**src/rtl/pipe_pkg.sv**
```systemverilog
// Shared definitions for the pipeline stage register: occupancy state
// encoding, the default NOP payload and a small helper on the state.
package pipe_pkg;

    // Occupancy of the stage: nothing held, main entry held, main and skid held.
    typedef logic [1:0] state_t;

    localparam state_t ST_EMPTY = 2'd0;
    localparam state_t ST_ONE   = 2'd1;
    localparam state_t ST_TWO   = 2'd2;

    // Default bubble instruction injected when the stage is empty or flushed.
    localparam logic [31:0] NOP_INSTR = 32'h0000_0000;

    // The stage refuses new input only when both slots are occupied.
    function automatic logic state_is_full(input state_t s);
        return (s == ST_TWO);
    endfunction

endpackage

```
**src/rtl/pipe_slot.sv**
```systemverilog
// One payload register of the stage (instruction, PC+4 and a valid bit).
// A clear returns the slot to the NOP bubble; clear wins over load, and a
// slot that is neither cleared nor loaded keeps its contents.
module pipe_slot #(
    parameter int                 DATA_W    = 32,
    parameter int                 PC_W      = 32,
    parameter logic [DATA_W-1:0]  NOP_VALUE = {DATA_W{1'b0}}
) (
    input  logic              CLK,
    input  logic              RESET,
    input  logic              load,
    input  logic              clear,
    input  logic [DATA_W-1:0] load_instr,
    input  logic [PC_W-1:0]   load_pc4,
    output logic              valid,
    output logic [DATA_W-1:0] instr,
    output logic [PC_W-1:0]   pc4
);

    // Slot contents: bubble on reset/clear, capture on load, otherwise hold.
    always_ff @(posedge CLK) begin
        if (RESET || clear) begin
            valid <= 1'b0;
            instr <= NOP_VALUE;
            pc4   <= '0;
        end else if (load) begin
            valid <= 1'b1;
            instr <= load_instr;
            pc4   <= load_pc4;
        end
    end

endmodule

```
**src/rtl/pipe_stage_reg.sv**
```systemverilog
// Pipeline stage register with valid/ready handshake, a skid slot that keeps
// full throughput under backpressure, a hazard stall and a flush that injects
// a NOP and pulses out_flushed for one cycle.
// Optional build macro PIPE_STAGE_PERF_EN adds saturating stall/flush counters.
module pipe_stage_reg
    import pipe_pkg::*;
#(
    parameter int                 DATA_W    = 32,
    parameter int                 PC_W      = 32,
    parameter logic [DATA_W-1:0]  NOP_VALUE = {DATA_W{1'b0}}
`ifdef PIPE_STAGE_PERF_EN
    ,
    parameter int                 CNT_W     = 16
`endif
) (
    input  logic              CLK,
    input  logic              RESET,
    input  logic              in_valid,
    output logic              in_ready,
    input  logic [DATA_W-1:0] in_instr,
    input  logic [PC_W-1:0]   in_pc4,
    input  logic              stall,
    input  logic              flush,
    output logic              out_valid,
    input  logic              out_ready,
    output logic [DATA_W-1:0] out_instr,
    output logic [PC_W-1:0]   out_pc4,
    output logic              out_flushed
`ifdef PIPE_STAGE_PERF_EN
    ,
    output logic [CNT_W-1:0]  stall_cnt,
    output logic [CNT_W-1:0]  flush_cnt
`endif
);

    state_t            state;
    state_t            state_next;
    logic              acc_in;
    logic              acc_out;

    logic              main_load;
    logic              main_clear;
    logic              main_from_skid;
    logic [DATA_W-1:0] main_load_instr;
    logic [PC_W-1:0]   main_load_pc4;

    logic              skid_load;
    logic              skid_clear;
    logic              skid_valid;
    logic [DATA_W-1:0] skid_instr;
    logic [PC_W-1:0]   skid_pc4;

    logic              in_ready_q;
    logic              flushed_q;

    assign acc_in  = in_valid & in_ready_q;
    assign acc_out = out_valid & out_ready & ~stall;

    // Decide the next occupancy and which slot moves where; flush overrides all.
    always_comb begin
        state_next     = state;
        main_load      = 1'b0;
        main_clear     = 1'b0;
        main_from_skid = 1'b0;
        skid_load      = 1'b0;
        skid_clear     = 1'b0;

        if (flush) begin
            state_next = ST_EMPTY;
            main_clear = 1'b1;
            skid_clear = 1'b1;
        end else begin
            case (state)
                ST_EMPTY: begin
                    if (acc_in) begin
                        main_load  = 1'b1;
                        state_next = ST_ONE;
                    end
                end
                ST_ONE: begin
                    if (acc_in && acc_out) begin
                        main_load  = 1'b1;
                    end else if (acc_out) begin
                        main_clear = 1'b1;
                        state_next = ST_EMPTY;
                    end else if (acc_in) begin
                        skid_load  = 1'b1;
                        state_next = ST_TWO;
                    end
                end
                ST_TWO: begin
                    if (acc_out) begin
                        main_load      = 1'b1;
                        main_from_skid = 1'b1;
                        skid_clear     = 1'b1;
                        state_next     = ST_ONE;
                    end
                end
                default: begin
                    state_next = ST_EMPTY;
                    main_clear = 1'b1;
                    skid_clear = 1'b1;
                end
            endcase
        end
    end

    // The main slot refills from skid when draining a full stage, else from input.
    always_comb begin
        main_load_instr = in_instr;
        main_load_pc4   = in_pc4;
        if (main_from_skid) begin
            main_load_instr = skid_instr;
            main_load_pc4   = skid_pc4;
        end
    end

    // Occupancy state, registered ready and the post-flush marker.
    always_ff @(posedge CLK) begin
        if (RESET) begin
            state      <= ST_EMPTY;
            in_ready_q <= 1'b1;
            flushed_q  <= 1'b0;
        end else begin
            state      <= state_next;
            in_ready_q <= ~state_is_full(state_next);
            flushed_q  <= flush;
        end
    end

    pipe_slot #(
        .DATA_W    (DATA_W),
        .PC_W      (PC_W),
        .NOP_VALUE (NOP_VALUE)
    ) u_main (
        .CLK        (CLK),
        .RESET      (RESET),
        .load       (main_load),
        .clear      (main_clear),
        .load_instr (main_load_instr),
        .load_pc4   (main_load_pc4),
        .valid      (out_valid),
        .instr      (out_instr),
        .pc4        (out_pc4)
    );

    pipe_slot #(
        .DATA_W    (DATA_W),
        .PC_W      (PC_W),
        .NOP_VALUE (NOP_VALUE)
    ) u_skid (
        .CLK        (CLK),
        .RESET      (RESET),
        .load       (skid_load),
        .clear      (skid_clear),
        .load_instr (in_instr),
        .load_pc4   (in_pc4),
        .valid      (skid_valid),
        .instr      (skid_instr),
        .pc4        (skid_pc4)
    );

    assign in_ready    = in_ready_q;
    assign out_flushed = flushed_q;

`ifdef PIPE_STAGE_PERF_EN
    localparam logic [CNT_W-1:0] CNT_ONE = {{(CNT_W-1){1'b0}}, 1'b1};

    // Saturating counts of stalled-valid cycles and flush cycles.
    always_ff @(posedge CLK) begin
        if (RESET) begin
            stall_cnt <= '0;
            flush_cnt <= '0;
        end else begin
            if (out_valid && stall && (stall_cnt != {CNT_W{1'b1}})) begin
                stall_cnt <= stall_cnt + CNT_ONE;
            end
            if (flush && (flush_cnt != {CNT_W{1'b1}})) begin
                flush_cnt <= flush_cnt + CNT_ONE;
            end
        end
    end
`endif

endmodule

```
**config.mk**
```make
export PLATFORM = sky130hd
export DESIGN_NAME = pipe_stage_reg
export DESIGN_NICKNAME = d
export VERILOG_FILES = /design/src/rtl/pipe_pkg.sv /design/src/rtl/pipe_slot.sv /design/src/rtl/pipe_stage_reg.sv
export SDC_FILE = /design/constraint.sdc
export NUM_CORES = 1
export LEC_CHECK = 0
export CORE_MARGIN = 2
export CORE_UTILIZATION = 49
export DETAILED_ROUTE_END_ITERATION = 7
export PLACE_DENSITY = 0.79
export SLEW_MARGIN = 10
export SYNTH_ARGS = -nofsm -noshare
export SYNTH_HDL_FRONTEND = slang
export SYNTH_SLANG_ARGS = --single-unit
```
**constraint.sdc**
```tcl
create_clock -name CLK -period 2.36 [get_ports CLK]
set_input_delay 0.472 -clock CLK [delete_from_list [all_inputs] [get_ports CLK]]
set_output_delay 0.472 -clock CLK [all_outputs]
set_load 0.01 [all_outputs]
```
==> results of run 1 <==
through the flow:
stage / hold slack [ps] / setup TNS, ps / setup WS (ps)
detailed placement: 454.8 / -373.0 / -29.14
floorplan: 436.0 / 0 / 572.7
CTS: 467.4 / 0 / 325.0
finish: 465.2 / 0 / 319.5
global route: 475.2 / 0 / 246.9
global placement: 440.8 / 0 / 18.46
cell families after synthesis:
logic type,synth area share [%]
AND/OR/NAND/NOR,17.29
AO/OA/AOI/OAI,28.04
flip-flops,47.90
buffers and inverters,6.775
registers in the layout (all words and copies together), names as in the netlist:
name / cells
out_flushed: 1
u_skid.instr: 32
u_main.valid: 1
in_ready: 1
state: 2
u_main.instr: 32
u_main.pc4: 32
u_skid.pc4: 32
worst register-to-register path: cells and delay by family (launching register included):
family / cells / cell delay (ps)
simple gates: 2 / 860
flops: 1 / 470
buf+inv: 2 / 390
compound gates: 1 / 60
synthesized netlist by cell type:
library cell	instances
or4_1	1
o21ai_0	2
buf_2	28
a21oi_1	7
o21a_1	2
nor2_1	3
dfxtp_1	133
nor2_2	1
or3_1	1
a21oi_2	60
nand2b_1	1
nand2_2	3
buf_4	2
nand4b_1	1
nor3_1	65
or2_1	1
nand3_1	2
a211oi_1	64
nor4_1	1
inv_2	1
nor4_4	1
nand3b_4	1
a22oi_1	64
and3b_1	1
clkbuf_1	19
nand2_1	127
nand3b_1	2
a211oi_2	1
buf_6	13
nor2b_1	1
how the worst min path moves through the flow:
stage | slack [ps] | to | startpoint
floorplan | 440 | u_skid.instr[27]$_SDFFE_PP0P_ | u_skid.instr[27]$_SDFFE_PP0P_
global placement | 440 | u_skid.instr[27]$_SDFFE_PP0P_ | u_skid.instr[27]$_SDFFE_PP0P_
detailed placement | 450 | u_skid.instr[27]$_SDFFE_PP0P_ | u_skid.instr[27]$_SDFFE_PP0P_
CTS | 470 | u_skid.pc4[1]$_SDFFE_PP0P_ | u_skid.pc4[1]$_SDFFE_PP0P_
global route | 480 | u_skid.pc4[1]$_SDFFE_PP0P_ | u_skid.pc4[1]$_SDFFE_PP0P_
finish | 470 | u_skid.pc4[1]$_SDFFE_PP0P_ | u_skid.pc4[1]$_SDFFE_PP0P_
per-layer routing:
layer	up-vias	share of wire (%)	track usage, %	routed length (um)
met1	2480	44	32.32	6799
met2	243	48	41.35	7503
met3	14	6.8	7.025	1059
li1	2460	-	-	-
met4	0	1.2	7.500	185
met5	-	0	0	0
layout make-up:
cell class,count,area [um^2]
timing repair buffer,167,1694
fill,820,3156
clock inverter,12,252.7
sequential,133,2663
inverter,1,3.754
multi-input combinational,413,2559
tap,140,175.2
clock buffer,19,432.9
power breakdown:
group / switching, mW / total (mW) / internal [mW]
Clock: 0.960 / 3.05 / 2.09
Sequential: 0.0299 / 2.32 / 2.29
Combinational: 0.262 / 0.553 / 0.291
==> qor.yml, run 1 <==
run_status:
  status: "completed"
synth:
  ys_seq_area_share_pct: 47.90
  synth_cell_types: 30
  ys_ff_latch: 133
  yosys_warnings: 0
  synth_top_area_share_pct: 47.90
  syn_inst: 609
  avgSynthCellArea_um2: 9.128
  syn_area_um2: 5559
  synth_area_leaders: "dfxtp_1 (48%), a21oi_2 (9.5%), a211oi_1 (8.6%)"
  synth_top_area_cell: "dfxtp_1"
  syn_nets: 679
timing:
  tightestPinTransition_ps: 363.1
  fmaxAchievable_ghz: 0.4901
  period_needed_ps: 2041
  setup_viol: 0
  skew_ps: 10.54
  rsz0062_at_grt: "no"
  relSlewSlack_pct: 75.54
  slew_violations: 0
  post-route-period-util_pct: 86.46
  timing.final.hold_violations: 0
clock_tree:
  cts_sinks: 133
  cts_hold_buf: 0
  cts_max_level: 4
  cts_resized: 0
  clk_path_buf_depth: 2
  cts_root_buf: "clkbuf_16"
  cts_buffers: 17
  clk_latency_ps: 400
  tritoncts: "yes"
  clk_pin_slew_ps: 60
  postCtsSetupBuffers: 0
global_routing:
  grt_max_degree: 45
  gr-total-overflow: 0
  grt_pass1_wl_mm: 25.53
  grt_pass1_vias: 5127
  antenna_found_initial: 0
  grt_use_total_pct: 25.17
pwr:
  p_leak_nw: 2.517
  totalPowerFinal_mw: 5.927
  ir_drop_mv: 0.5626
  p_per_area_nw_per_um2: 761.8
critical_path:
  cpLargestDelayFamily: "buffers and inverters"
  timing.rr.end: "u_skid.pc4[12]$_SDFFE_PP0P_"
  crit_path_start_kind: "input port"
  r2r_setup_slack_ps: 460
  crit_start: "in_valid"
  cp.arrival_ps: 2330
  cp_num_buf_inv: 3
  r2r-start: "state[0]$_SDFF_PP0_"
  cp-end-kind: "flip-flop"
  r2r.worst_path.cells: 5
  cpMostUsedCell: "buf_4"
  endpoint: "u_main.pc4[31]$_SDFFE_PP0P_"
  critical_path.max_stage_delay_ps: 590
  worstPathMaxFanout: 21
  critPathKind: "in -> reg"
  required_ps: 2650
  cp.depth: 7
  crit_chain: "clkdlybuf4s50_1 > nand3b_4 > buf_4 > a211oi_4 > buf_4 > nor3_1 > a211oi_1"
  crit_path_top_delay_cell: "clkdlybuf4s50_1"
floorplan:
  fp.dieH_um: 110.5
  ios: 137
  start_util_pct: 50.84
  dieArea_um2: 12210
  die_w_um: 110.5
  coreArea_um2: 10940
  placementRows: 38
detailed_routing:
  first_iter_violations: 322
  firstDrtPassIters: 5
  routedWlPerCell_um: 17.57
  drc_errors: 0
  drt-total-wl_mm: 15.55
  vias: 5197
  vias_per_cell: 5.872
  antenna_left: 0
flow_run:
  max_cap_violations: 0
place:
  post_dp_cell_area_um2: 7094
  io_buffers: 136
  gp_congestion: 0.7812
  dp.cells: 854
  dp.final_hpwl_mm: 10.05
cells_and_area:
  final-instance-count-excl-fill: 885
  final_util_pct: 71.14
  layout_commonest_cell: "clkdlybuf4s50_1"
  layout_common_cells: "clkdlybuf4s50_1 (136), dfxtp_1 (133), nand2_1 (126)"
  stdcell_area_um2: 7780
  finalNetCount: 803
  diodes: 0
  drive_gt1_share_pct: 17.99
  areaGrowthSynthToFinish_pct: 39.95
worst_hold_path:
  hold_depth: 2
  hold_class: "reg -> reg"
No activity file was read; power rests on OpenSTA's default activity.
==> inputs of run 2 (changes only) <==
Settings changed: CTS_CLUSTER_DIAMETER set to 30.
==> results of run 2 <==
Final layout, timing and power as in run 1 (identical DEF).
